<file path="src/rtl/dac_mon_pkg.sv">
// Shared types and helpers for the DAC stream monitor: mode encoding,
// output-code formatting and the no-wrap absolute step between two samples.
package dac_mon_pkg;

    typedef enum logic {
        PAR = 1'b0,
        ILV = 1'b1
    } dac_mode_t;

    // Helpers operate on a fixed wide container; callers zero/sign-extend in
    // and cast the result back down to their own sample width.
    localparam int MAX_DW = 32;

    // Offset-binary inversion keeps the msb and flips every lower bit.
    function automatic logic [MAX_DW-1:0] dac_code(
        input logic [MAX_DW-1:0] d,
        input logic              inv,
        input int                dw
    );
        logic [MAX_DW-1:0] mask;
        mask = (MAX_DW'(1) << (dw - 1)) - MAX_DW'(1);
        return inv ? (d ^ mask) : d;
    endfunction

    // Inputs are already sign-extended two's complement values; the
    // subtraction is done one bit wider so extreme pairs never wrap.
    function automatic logic [MAX_DW:0] abs_step(
        input logic [MAX_DW:0] a,
        input logic [MAX_DW:0] b
    );
        logic [MAX_DW+1:0] diff;
        diff = {a[MAX_DW], a} - {b[MAX_DW], b};
        if (diff[MAX_DW+1]) begin
            diff = -diff;
        end
        return diff[MAX_DW:0];
    endfunction

endpackage

</file>
<file path="src/rtl/dac_mon_chan.sv">
// One DAC channel: held output code, previous-sample tracking, step checker
// and saturating sample/violation statistics.
module dac_mon_chan
    import dac_mon_pkg::*;
#(
    parameter int DW = 14,
    parameter int CW = 16
) (
    input  logic          clk,
    input  logic          rst_n,
    input  logic          wr,
    input  logic [DW-1:0] dat,
    input  logic          inv,
    input  logic          chk_en,
    input  logic          clr,
    input  logic [DW-1:0] step_lim,
    output logic [DW-1:0] code,
    output logic          vld,
    output logic          err,
    output logic [CW-1:0] err_cnt,
    output logic [CW-1:0] smp_cnt,
    output logic [CW-1:0] first_err
);

    localparam logic [CW-1:0] CNT_MAX = '1;

    logic [DW-1:0] prev_reg,      prev_next;
    logic          prev_vld_reg,  prev_vld_next;
    logic [DW-1:0] code_reg,      code_next;
    logic          vld_reg,       vld_next;
    logic          err_reg,       err_next;
    logic [CW-1:0] err_cnt_reg,   err_cnt_next;
    logic [CW-1:0] smp_cnt_reg,   smp_cnt_next;
    logic [CW-1:0] first_err_reg, first_err_next;

    logic [DW-1:0] code_new;
    logic [DW:0]   step;
    logic          viol;

    assign code_new = DW'(dac_code(MAX_DW'(dat), inv, DW));
    assign step     = (DW+1)'(abs_step({{(MAX_DW+1-DW){dat[DW-1]}}, dat},
                                       {{(MAX_DW+1-DW){prev_reg[DW-1]}}, prev_reg}));
    assign viol     = wr && chk_en && prev_vld_reg && (step > {1'b0, step_lim});

    always_comb begin
        prev_next      = prev_reg;
        prev_vld_next  = prev_vld_reg;
        code_next      = code_reg;
        vld_next       = wr;
        err_next       = err_reg;
        err_cnt_next   = err_cnt_reg;
        smp_cnt_next   = smp_cnt_reg;
        first_err_next = first_err_reg;

        if (clr) begin
            // A write coincident with clear starts the fresh history unchecked.
            err_next       = 1'b0;
            err_cnt_next   = '0;
            first_err_next = '0;
            smp_cnt_next   = wr ? CW'(1) : '0;
            prev_vld_next  = wr;
        end else if (wr) begin
            prev_vld_next = 1'b1;
            if (smp_cnt_reg != CNT_MAX) begin
                smp_cnt_next = smp_cnt_reg + CW'(1);
            end
            if (viol) begin
                err_next = 1'b1;
                if (err_cnt_reg == '0) begin
                    first_err_next = smp_cnt_reg;
                end
                if (err_cnt_reg != CNT_MAX) begin
                    err_cnt_next = err_cnt_reg + CW'(1);
                end
            end
        end

        if (wr) begin
            prev_next = dat;
            code_next = code_new;
        end
    end

    always_ff @(posedge clk or negedge rst_n) begin
        if (!rst_n) begin
            prev_reg      <= '0;
            prev_vld_reg  <= 1'b0;
            code_reg      <= '0;
            vld_reg       <= 1'b0;
            err_reg       <= 1'b0;
            err_cnt_reg   <= '0;
            smp_cnt_reg   <= '0;
            first_err_reg <= '0;
        end else begin
            prev_reg      <= prev_next;
            prev_vld_reg  <= prev_vld_next;
            code_reg      <= code_next;
            vld_reg       <= vld_next;
            err_reg       <= err_next;
            err_cnt_reg   <= err_cnt_next;
            smp_cnt_reg   <= smp_cnt_next;
            first_err_reg <= first_err_next;
        end
    end

    assign code      = code_reg;
    assign vld       = vld_reg;
    assign err       = err_reg;
    assign err_cnt   = err_cnt_reg;
    assign smp_cnt   = smp_cnt_reg;
    assign first_err = first_err_reg;

endmodule

</file>
<file path="src/rtl/dac_stream_monitor.sv">
// DAC-side capture and continuity monitor: decodes parallel or interleaved
// write traffic into per-channel checkers and flags out-of-range selects.
module dac_stream_monitor
    import dac_mon_pkg::*;
#(
    parameter int CHN  = 2,
    parameter int DW   = 14,
    parameter int CW   = 16,
    parameter int SELW = (CHN > 1) ? $clog2(CHN) : 1
) (
    input  logic              dac_clk_i,
    input  logic              dac_rstn_i,
    input  logic              mode_i,
    input  logic              inv_i,
    input  logic              chk_en_i,
    input  logic              clr_i,
    input  logic [DW-1:0]     step_lim_i,
    input  logic [CHN*DW-1:0] dac_dat_i,
    input  logic [CHN-1:0]    dac_wrt_i,
    input  logic [SELW-1:0]   dac_sel_i,
    output logic [CHN*DW-1:0] dac_o,
    output logic [CHN-1:0]    vld_o,
    output logic [CHN-1:0]    err_o,
    output logic [CHN*CW-1:0] err_cnt_o,
    output logic [CHN*CW-1:0] smp_cnt_o,
    output logic [CHN*CW-1:0] first_err_o,
    output logic              sel_err_o
);

    dac_mode_t      mode;
    logic [CHN-1:0] wr;
    logic           sel_hit;
    logic           sel_bad;
    logic           sel_err_reg, sel_err_next;

    assign mode = dac_mode_t'(mode_i);

    // Interleaved writes are active-low on bit 0 and steered by the select.
    always_comb begin
        wr      = '0;
        sel_hit = 1'b0;
        sel_bad = 1'b0;
        if (mode == ILV) begin
            if (!dac_wrt_i[0]) begin
                for (int n = 0; n < CHN; n++) begin
                    if (dac_sel_i == SELW'(n)) begin
                        wr[n]   = 1'b1;
                        sel_hit = 1'b1;
                    end
                end
                sel_bad = !sel_hit;
            end
        end else begin
            wr = dac_wrt_i;
        end
    end

    always_comb begin
        sel_err_next = sel_err_reg | sel_bad;
        if (clr_i) begin
            sel_err_next = sel_bad;
        end
    end

    always_ff @(posedge dac_clk_i or negedge dac_rstn_i) begin
        if (!dac_rstn_i) begin
            sel_err_reg <= 1'b0;
        end else begin
            sel_err_reg <= sel_err_next;
        end
    end

    assign sel_err_o = sel_err_reg;

    generate
        for (genvar gi = 0; gi < CHN; gi++) begin : g_chan
            logic [DW-1:0] lane_dat;

            assign lane_dat = (mode == ILV) ? dac_dat_i[DW-1:0] : dac_dat_i[gi*DW +: DW];

            dac_mon_chan #(
                .DW (DW),
                .CW (CW)
            ) u_chan (
                .clk       (dac_clk_i),
                .rst_n     (dac_rstn_i),
                .wr        (wr[gi]),
                .dat       (lane_dat),
                .inv       (inv_i),
                .chk_en    (chk_en_i),
                .clr       (clr_i),
                .step_lim  (step_lim_i),
                .code      (dac_o[gi*DW +: DW]),
                .vld       (vld_o[gi]),
                .err       (err_o[gi]),
                .err_cnt   (err_cnt_o[gi*CW +: CW]),
                .smp_cnt   (smp_cnt_o[gi*CW +: CW]),
                .first_err (first_err_o[gi*CW +: CW])
            );
        end
    endgenerate

endmodule

</file>
<file path="config.mk">
export PLATFORM = sky130hd
export DESIGN_NAME = dac_stream_monitor
export DESIGN_NICKNAME = d
export VERILOG_FILES = /design/src/rtl/dac_mon_pkg.sv /design/src/rtl/dac_mon_chan.sv /design/src/rtl/dac_stream_monitor.sv
export SDC_FILE = /design/constraint.sdc
export NUM_CORES = 1
export LEC_CHECK = 0
export CAP_MARGIN = 5
export CORE_MARGIN = 4
export CORE_UTILIZATION = 49
export DETAILED_ROUTE_END_ITERATION = 12
export HOLD_SLACK_MARGIN = 0.08
export PLACE_DENSITY = 0.89
export SETUP_SLACK_MARGIN = 0.15
export SYNTH_ARGS = -nofsm -noshare
export SYNTH_HDL_FRONTEND = slang
export SYNTH_HIERARCHICAL = 1
export SYNTH_SLANG_ARGS = --single-unit
</file>
<file path="constraint.sdc">
create_clock -name dac_clk_i -period 5.3 [get_ports dac_clk_i]
set_clock_uncertainty 0.2 [all_clocks]
set_input_delay 1.59 -clock dac_clk_i [delete_from_list [all_inputs] [get_ports dac_clk_i]]
set_output_delay 1.59 -clock dac_clk_i [all_outputs]
set_load 0.01 [all_outputs]
</file>
==> results.md, run 1 <==
- Max_cap viols: 0
- GRT overflow: 0
- Top FF cell, synth: dfrtp_1
- WP data required: 5.46 ns
- CORE AREA: 20490 µm²
- Ys Warns: 6
- Drt via density: 6.665
- Crit path DAT: 6.86 ns
- Most frequent cells in the layout: clkdlybuf4s50_1, buf_4, dfrtp_1
- Worst setup SP type: input pin
- Post-route cell area: 15450 µm²
- Clk sink count: 156
- # nets final: 1592
- Leakage: 6.849 nW
- Initial antenna violation count: 2
- HP Start: g_chan[0].u_chan/err
- Fin crit share: 126.4%
- RSZ-0062 raised after global routing: yes
- Clock buffer depth: 2
- Largest stage delay, worst path: 0.78 ns
- Post-DP Area: 13620 µm²
- Total wire length: 45480 µm
- Post-Syn Area per Cell: 9.178 µm²
- CTS root buffer: clkbuf_16
- Critical path peak fanout: 7
- Die extent in y: 153.4 µm
- Delay-heaviest family, CP: compound AO/OA/AOI/OAI gates
- Total iterations of the first detailed-routing run: 5
- Hold Crit Class: reg2reg
- Final hold vios: 0
- PortBufs: 178
- DIE AREA: 23520 µm²
- CP most frequent cell: buf_6
- Hpwl dp: 24220 µm
- Share of cells above drive strength 1: 26.97%
- Pre-CTS WS: -1.930 ns
- Setup violators final: 66
- Fin worst setup slack: -1.402 ns
- Outcome: finished with violations
- Most common cell after layout, fill and taps aside: clkdlybuf4s50_1
- Total CTS buffers: 17
- Reg-to-reg startpoint: g_chan[0].u_chan/prev_reg[0]
- Gate Count Post-Synth: 1128
- Crit-path cells: buf_2 > buf_6 > buf_4 > mux2_4 > ha_1 > inv_1 > buf_4 > o311ai_0 > or3b_4 > nor2_2 > a31o_2 > xnor2_2 > ha_4 > a2111oi_4 > o21ai_1 > a21oi_1 > a221o_1 > buf_6 > o31a_1 > buf_6 > buf_16 > buf_8 > o31ai_4 > a21oi_1
- Worst-Skew Late Latency: 0.43 ns
- Area Overhead vs Synth: 49.29%
- Final Max Tran Viols: 0
- Drt drc: 0
- Vias: 11720
- First-pass GRT wire length: 60150 µm
- Rows: 52
- DR iter-0 viols: 1636
- I/O pins: 180
- VDD IR max: 0.0003148 V
- Vias in the first global route: 11180
- Synth Register Bits: 156
- Relative slew slack: 39.45%
- TritonCTS clock tree: yes
- Routed Antenna Nets: 0
- Worst-path clk slew: 0.07 ns
- H-Tree Level Count: 4
- Crit path kind: in2reg
- Gr usage total: 31.51%
- Wire per inst: 25.87 µm
- Syn Nets: 1245
- Fmax: 149.2 MHz
- Mapped cell area: 10350 µm²
- Share of synthesized registers carrying an async set or reset: 100.0%
- Final Critical Period: 6.702 ns
- Synth cell types: 89
- Register area: 3904 µm²
- Failing checks: negative setup slack
- Die W: 153.4 µm
- GP Congestion: 0.9778
- CP Buf/Inv Count: 9
- Fill cell count: 1110
- Post-synth EDFFs: 0
- PwrDens: 379.9 nW/µm²
- Hold-fix buffers, CTS: 0
- Worst Tran Pin Value: 0.8969 ns
- Slowest CP cell: o311ai_0
- Seq/Total Area, Yosys: 37.71%
- Area of the multi-input gates: 6755 µm²
- CP endpoint kind: flop
- Util after Layout: 75.41%
- Initial Util: 50.51%
- Largest net degree at the start of global routing: 77
- Worst Setup SP: mode_i
-- layout make-up --
| class | count | area share (%) |
|---|---|---|
| flip-flops and latches | 156 | 25.26 |
| clock buffers | 21 | 2.979 |
| diodes | 1 | 0.01619 |
| multi-input cells | 842 | 43.71 |
| inverters | 79 | 2.000 |
| clock inverters | 10 | 0.5910 |
| repair buffers | 379 | 23.26 |
| well taps | 270 | 2.186 |
-- final timing paths --
path,to,slack [ns],depth (start not counted)
min in group asynchronous,g_chan[1].u_chan/err_cnt[5],0.97,1
max in group asynchronous,g_chan[0].u_chan/prev_reg[0],2.91,2
worst min register to register,g_chan[0].u_chan/err,0.33,1
worst min-delay path,g_chan[0].u_chan/err,0.33,1
worst max register to register,g_chan[0].u_chan/first_err[7],-0.15,24
worst max-delay path,g_chan[1].u_chan/err_cnt[10],-1.40,24
-- through the flow --
stage / instances / hold WS [ns] / total power, mW / TNS (ns)
6_report: 1758 / 0.3288 / 5.872 / -79.15
5_1_grt: 1758 / 0.3431 / 6.064 / -97.58
4_1_cts: 1744 / 0.2901 / 5.205 / -58.80
3_5_place_dp: 1689 / 0.2745 / 3.549 / -112.39
3_3_place_gp: 1689 / 0.2646 / 3.453 / -98.33
2_1_floorplan: 1128 / 0.2544 / 2.627 / -49.65
-- layer usage --
metal	up-vias	GRT usage [%]	wire [µm]
li1	4689	-	-
met1	5521	37.19	15380
met2	1113	51.05	20480
met3	392	8.369	5303
met4	2	19.93	4308
met5	-	0	13
-- synthesized netlist by cell type (all sizes together), types with 4 or more instances --
library cell	instances	area [µm²]
a2111oi	6	90.08
nand4	21	131.4
a211oi	9	87.59
or4	15	112.6
nor2b	15	93.84
o311ai	6	52.55
xnor2	57	514.2
a21oi	76	384.1
or3	5	31.28
o31ai	18	135.1
dfrtp	156	3904
nor2	128	480.5
o21ai	48	244.0
a31oi	6	43.79
mux2	24	300.3
nand2	78	292.8
nor4	14	102.6
nor3	18	90.09
ha	64	800.8
nand3	36	180.2
xor2	32	280.3
and2	5	33.79
mux2i	33	330.3
buf	18	152.6
and4	4	35.03
clkbuf	32	120.1
inv	79	296.5
or2	7	43.79
and3	24	151.4
o41ai	6	52.55
o21a	8	60.06
a41oi	4	35.03
nand2b	4	25.02
a21o	20	151.4
-- where the power goes --
group / switching (mW) / internal (mW)
Combinational: 1.67 / 1.66
Clock: 0.543 / 0.669
Sequential: 0.0627 / 1.27
Total: 2.28 / 3.60
-- repair_timing --
item,CTS,global route
gates resized for setup,67,113
endpoints found under the setup margin,66,66
pin swaps,43,46
gates cloned,4,3
setup buffers,20,10
-- cell families after synthesis --
kind of cell             count (synthesis)  synth area share [%]
XOR/XNOR                                89                 7.675
buffers and inverters                  130                 5.620
other                                    1               0.03622
multiplexers                            57                 6.091
flip-flops                             156                 37.71
AO/OA/AOI/OAI                          240                 15.89
adder cells (fa/ha/maj)                 66                 8.122
AND/OR/NAND/NOR                        389                 18.85
No activity file was read; power rests on OpenSTA's default activity.
==> run 2, diff against run 1 <==
--- a/config.mk
+++ b/config.mk
@@ -11,8 +11,9 @@
 export DETAILED_ROUTE_END_ITERATION = 12
 export HOLD_SLACK_MARGIN = 0.08
 export PLACE_DENSITY = 0.89
+export REMOVE_ABC_BUFFERS = 1
 export SETUP_SLACK_MARGIN = 0.15
+export SKIP_LAST_GASP = 1
 export SYNTH_ARGS = -nofsm -noshare
 export SYNTH_HDL_FRONTEND = slang
-export SYNTH_HIERARCHICAL = 1
 export SYNTH_SLANG_ARGS = --single-unit
==> run 2 against run 1 <==
Net effect:
- the run still ends with negative setup slack left
- sequential power about the same
- first-iteration DRC count decreased by 49%
- hold slack got worse by 0.047 ns
- synthesized cell count decreased by 2.7%
- count of clock-buffer cells in the layout decreased by 4
- fmax increased by 8.7%
- clock power increased by 7%
- total power decreased by 9.6%
- cell count decreased by 1.7%
- via count decreased by 13%
- largest power group unchanged
==> results.md, run 2 <==
- Register area: 3904 µm² (unchanged)
- Drt drc: 0 (unchanged)
- Largest net degree at the start of global routing: 100 (+30%)
- Drt via density: 5.887 (-12%)
- Wire per inst: 20.38 µm (-21%)
- Area Overhead vs Synth: 50.36%
- Gr usage total: 28.85% (-2.7 points)
- Worst-path clk slew: 0.07 ns (about the same)
- GRT overflow: 0 (unchanged)
- Met2 WL: 17250 µm (-16%)
- Post-synth EDFFs: 0 (unchanged)
- Synth Register Bits: 156 (unchanged)
- Area of the multi-input gates: 6630 µm² (-1.9%)
- Fill cell count: 1208 (+8.8%)
- Initial antenna violation count: 1 (-1)
- Worst Tran Pin Value: 0.9311 ns (+0.03423 ns)
- Mapped cell area: 10120 µm² (-2.2%)
- H-Tree Level Count: 4 (unchanged)
- Metal-1 WL: 13080 µm (-15%)
- Post-route insts no fill: 1728 (-1.7%)
- WP data required: 5.38 ns (-0.08 ns)
- DR iter-0 viols: 834 (-49%)
- Yosys top cell by area: dfrtp_1
- Area contributors post-synth: dfrtp_1, ha_1, xnor2_1
- Die extent in y: 151.7 µm (-1.1%)
- Relative slew slack: 37.93% (-1.5 points)
- Post-Syn Area per Cell: 9.225 µm² (+0.51%)
- Antenna cells: 0 (-1)
- Post-route cell area: 15220 µm² (-1.5%)
- Setup violators final: 66 (unchanged)
- PwrDens: 349.0 nW/µm² (-8.1%)
- Hpwl dp: 21500 µm (-11%)
- Initial Util: 49.85% (-0.66 points)
- CORE AREA: 20300 µm² (-0.95%)
- I/O pins: 180 (unchanged)
- Routed wire length on met3: 2839 µm (-46%)
- Fin worst setup slack: -0.8658 ns (+0.5359 ns)
- Fmax: 162.2 MHz (+8.7%)
- Post-DP Area: 13290 µm² (-2.4%)
- Rows: 52 (unchanged)
- TritonCTS clock tree: yes
- VDD IR max: 0.0002526 V (-20%)
- Clk sink count: 156 (unchanged)
- Most frequent cells in the layout: buf_4, clkdlybuf4s50_1, dfrtp_1
- Slowest CP cell: clkdlybuf4s50_1
- CP endpoint kind: flop
- Cell with the most instances after synthesis: dfrtp_1
- Final hold vios: 0 (unchanged)
- Failing checks: negative setup slack
- Top post-synthesis cells by count: dfrtp_1, nor2_1, xnor2_1, nand2_1, inv_1
- Top-area cell type share of the netlist area: 38.58% (+0.87 points)
- # nets final: 1563 (-1.8%)
- Largest stage delay, worst path: 0.47 ns (-0.31 ns)
- Die W: 151.7 µm (-1.1%)
- Max_cap viols: 0 (unchanged)
- Seq/Total Area, Yosys: 38.58% (+0.87 points)
- Share of synthesized registers carrying an async set or reset: 100.0% (unchanged)
- Share of cells above drive strength 1: 27.91% (+0.95 points)
- Worst-Skew Late Latency: 0.43 ns (about the same)
- Outcome: finished with violations
- Worst setup SP type: input pin
- Vias: 10170 (-13%)
- Hold Crit Class: reg2reg
- CTS root buffer: clkbuf_16
- GP Congestion: 0.9180 (-6.1%)
- DIE AREA: 23020 µm² (-2.1%)
- DP Cell Count: 1657 (-1.9%)
- Most common cell after layout, fill and taps aside: buf_4
- Vias in the first global route: 10250 (-8.3%)
- Top FF cell, synth: dfrtp_1
- Routed Antenna Nets: 0 (unchanged)
- RSZ-0062 raised after global routing: yes
- Final Critical Period: 6.166 ns (-0.5359 ns)
- Crit-path cells: clkdlybuf4s50_1 > mux2_2 > ha_1 > buf_4 > nand4_1 > a211oi_2 > o21ai_0 > a21oi_1 > buf_4 > mux2_2 > ha_1 > nor2b_1 > o21a_1 > o21ai_1 > a211oi_2 > o21ai_2 > o41a_1 > or3_4 > buf_12 > mux2i_2 > nor2_1
- PortBufs: 178 (unchanged)
- Gate Count Post-Synth: 1097 (-2.7%)
- Hold_ws: 0.2819 ns (-0.04686 ns)
- Ys Warns: 0 (-6)
- Crit path kind: in2reg
- Critical path peak fanout: 8 (+1)
- Total iterations of the first detailed-routing run: 5 (unchanged)
- Total wire length: 35220 µm (-23%)
- Synth cell types: 70 (-21%)
- Leakage: 6.708 nW (-2.1%)
- Total CTS buffers: 17 (unchanged)
- First-pass GRT wire length: 52380 µm (-13%)
- Clock buffer depth: 2 (unchanged)
- Max Used Layer: met5
- Hold-fix buffers, CTS: 0 (unchanged)
- Fin crit share: 116.3% (-10 points)
- Final Max Tran Viols: 0 (unchanged)
- Crit path DAT: 6.25 ns (-0.61 ns)
- Pre-CTS WS: -1.921 ns (+0.009140 ns)
==> run 2: changes by cell type after synthesis, moves of 9 or more <==
cell,before,now
inv_1,79,67
o31ai_1,18,5
o21ai_0,41,53
nor2_1,128,141
or4_1,15,2
or3_1,5,17
a21oi_1,75,60
nand2_1,78,69
xnor2_1,55,73
mux2_2,10,47
==> run 2: final cells by class <==
| class | instances | area share [%] |
|---|---|---|
| Clock buffer | 17 | 2.796 |
| Timing Repair Buffer | 373 | 22.85 |
| Tap cell | 270 | 2.220 |
| Clock inverter | 15 | 1.143 |
| Sequential cell | 156 | 25.66 |
| Inverter | 68 | 1.760 |
| Multi-Input combinational cell | 829 | 43.57 |
==> run 2: path summary, 6_finish.rpt <==
check	startpoint	end	slack, ns	cells after the start
hold reg to reg	g_chan[0].u_chan.code[8]	g_chan[0].u_chan.code[8]	0.28	2
setup / recovery	dac_dat_i[22]	g_chan[1].u_chan.first_err[6]	-0.87	21
setup reg to reg	g_chan[0].u_chan.prev_reg[0]	g_chan[0].u_chan.err_cnt[5]	0.19	23
hold / removal	g_chan[0].u_chan.code[8]	g_chan[0].u_chan.code[8]	0.28	2
min in group asynchronous	dac_rstn_i	g_chan[1].u_chan.first_err[12]	1.02	1
max in group asynchronous	dac_rstn_i	g_chan[1].u_chan.code[2]	3.05	2
==> run 2: critical path: cells and delay by family <==
family | cells | cell delay [ns]
and+or+nand+nor | 4 | 0.84
buffers and inverters | 4 | 0.97
AOI/OAI and AO/OA | 8 | 1.34
muxes | 3 | 0.86
adders and majority gates | 2 | 0.61
==> run 2: routing by layer <==
| layer | up-vias | GRT usage (%) |
|---|---|---|
| li1 | 4560 | - |
| met1 | 4877 | 33.65 |
| met2 | 559 | 49.24 |
| met3 | 175 | 7.704 |
| met4 | 2 | 13.97 |
| met5 | - | 0 |
==> run 2: cells by family after synthesis <==
family / Yosys count / share of synthesized area [%]
mux: 86 / 9.112
other cells: 1 / 0.03706
fa+ha+maj: 67 / 8.432
compound gates: 206 / 13.22
flops: 156 / 38.58
xor+xnor: 98 / 8.482
simple gates: 370 / 17.48
buf+inv: 113 / 4.661
==> run 2: what timing repair did <==
action	in CTS	in global routing
cloned	7	0
pin swaps	72	47
gates resized for setup	153	74
endpoints found under the setup margin	66	66
buffers inserted	21	11
==> run 2: report_power, final <==
part | switching [mW] | internal, mW
clock network | 0.573 | 0.714
logic | 1.33 | 1.36
registers | 0.0548 | 1.27
total | 1.96 | 3.35
==> run 2: per-stage QoR <==
step                      utilization [%]  TNS [ns]  total power [mW]
after floorplan                         -    -76.66             2.448
after global placement              65.48   -105.30             3.280
after detailed placement            65.48   -114.37             3.366
after CTS                           72.92    -35.81             5.020
after global routing                74.96    -53.67             5.549
final                               74.96    -45.88             5.311
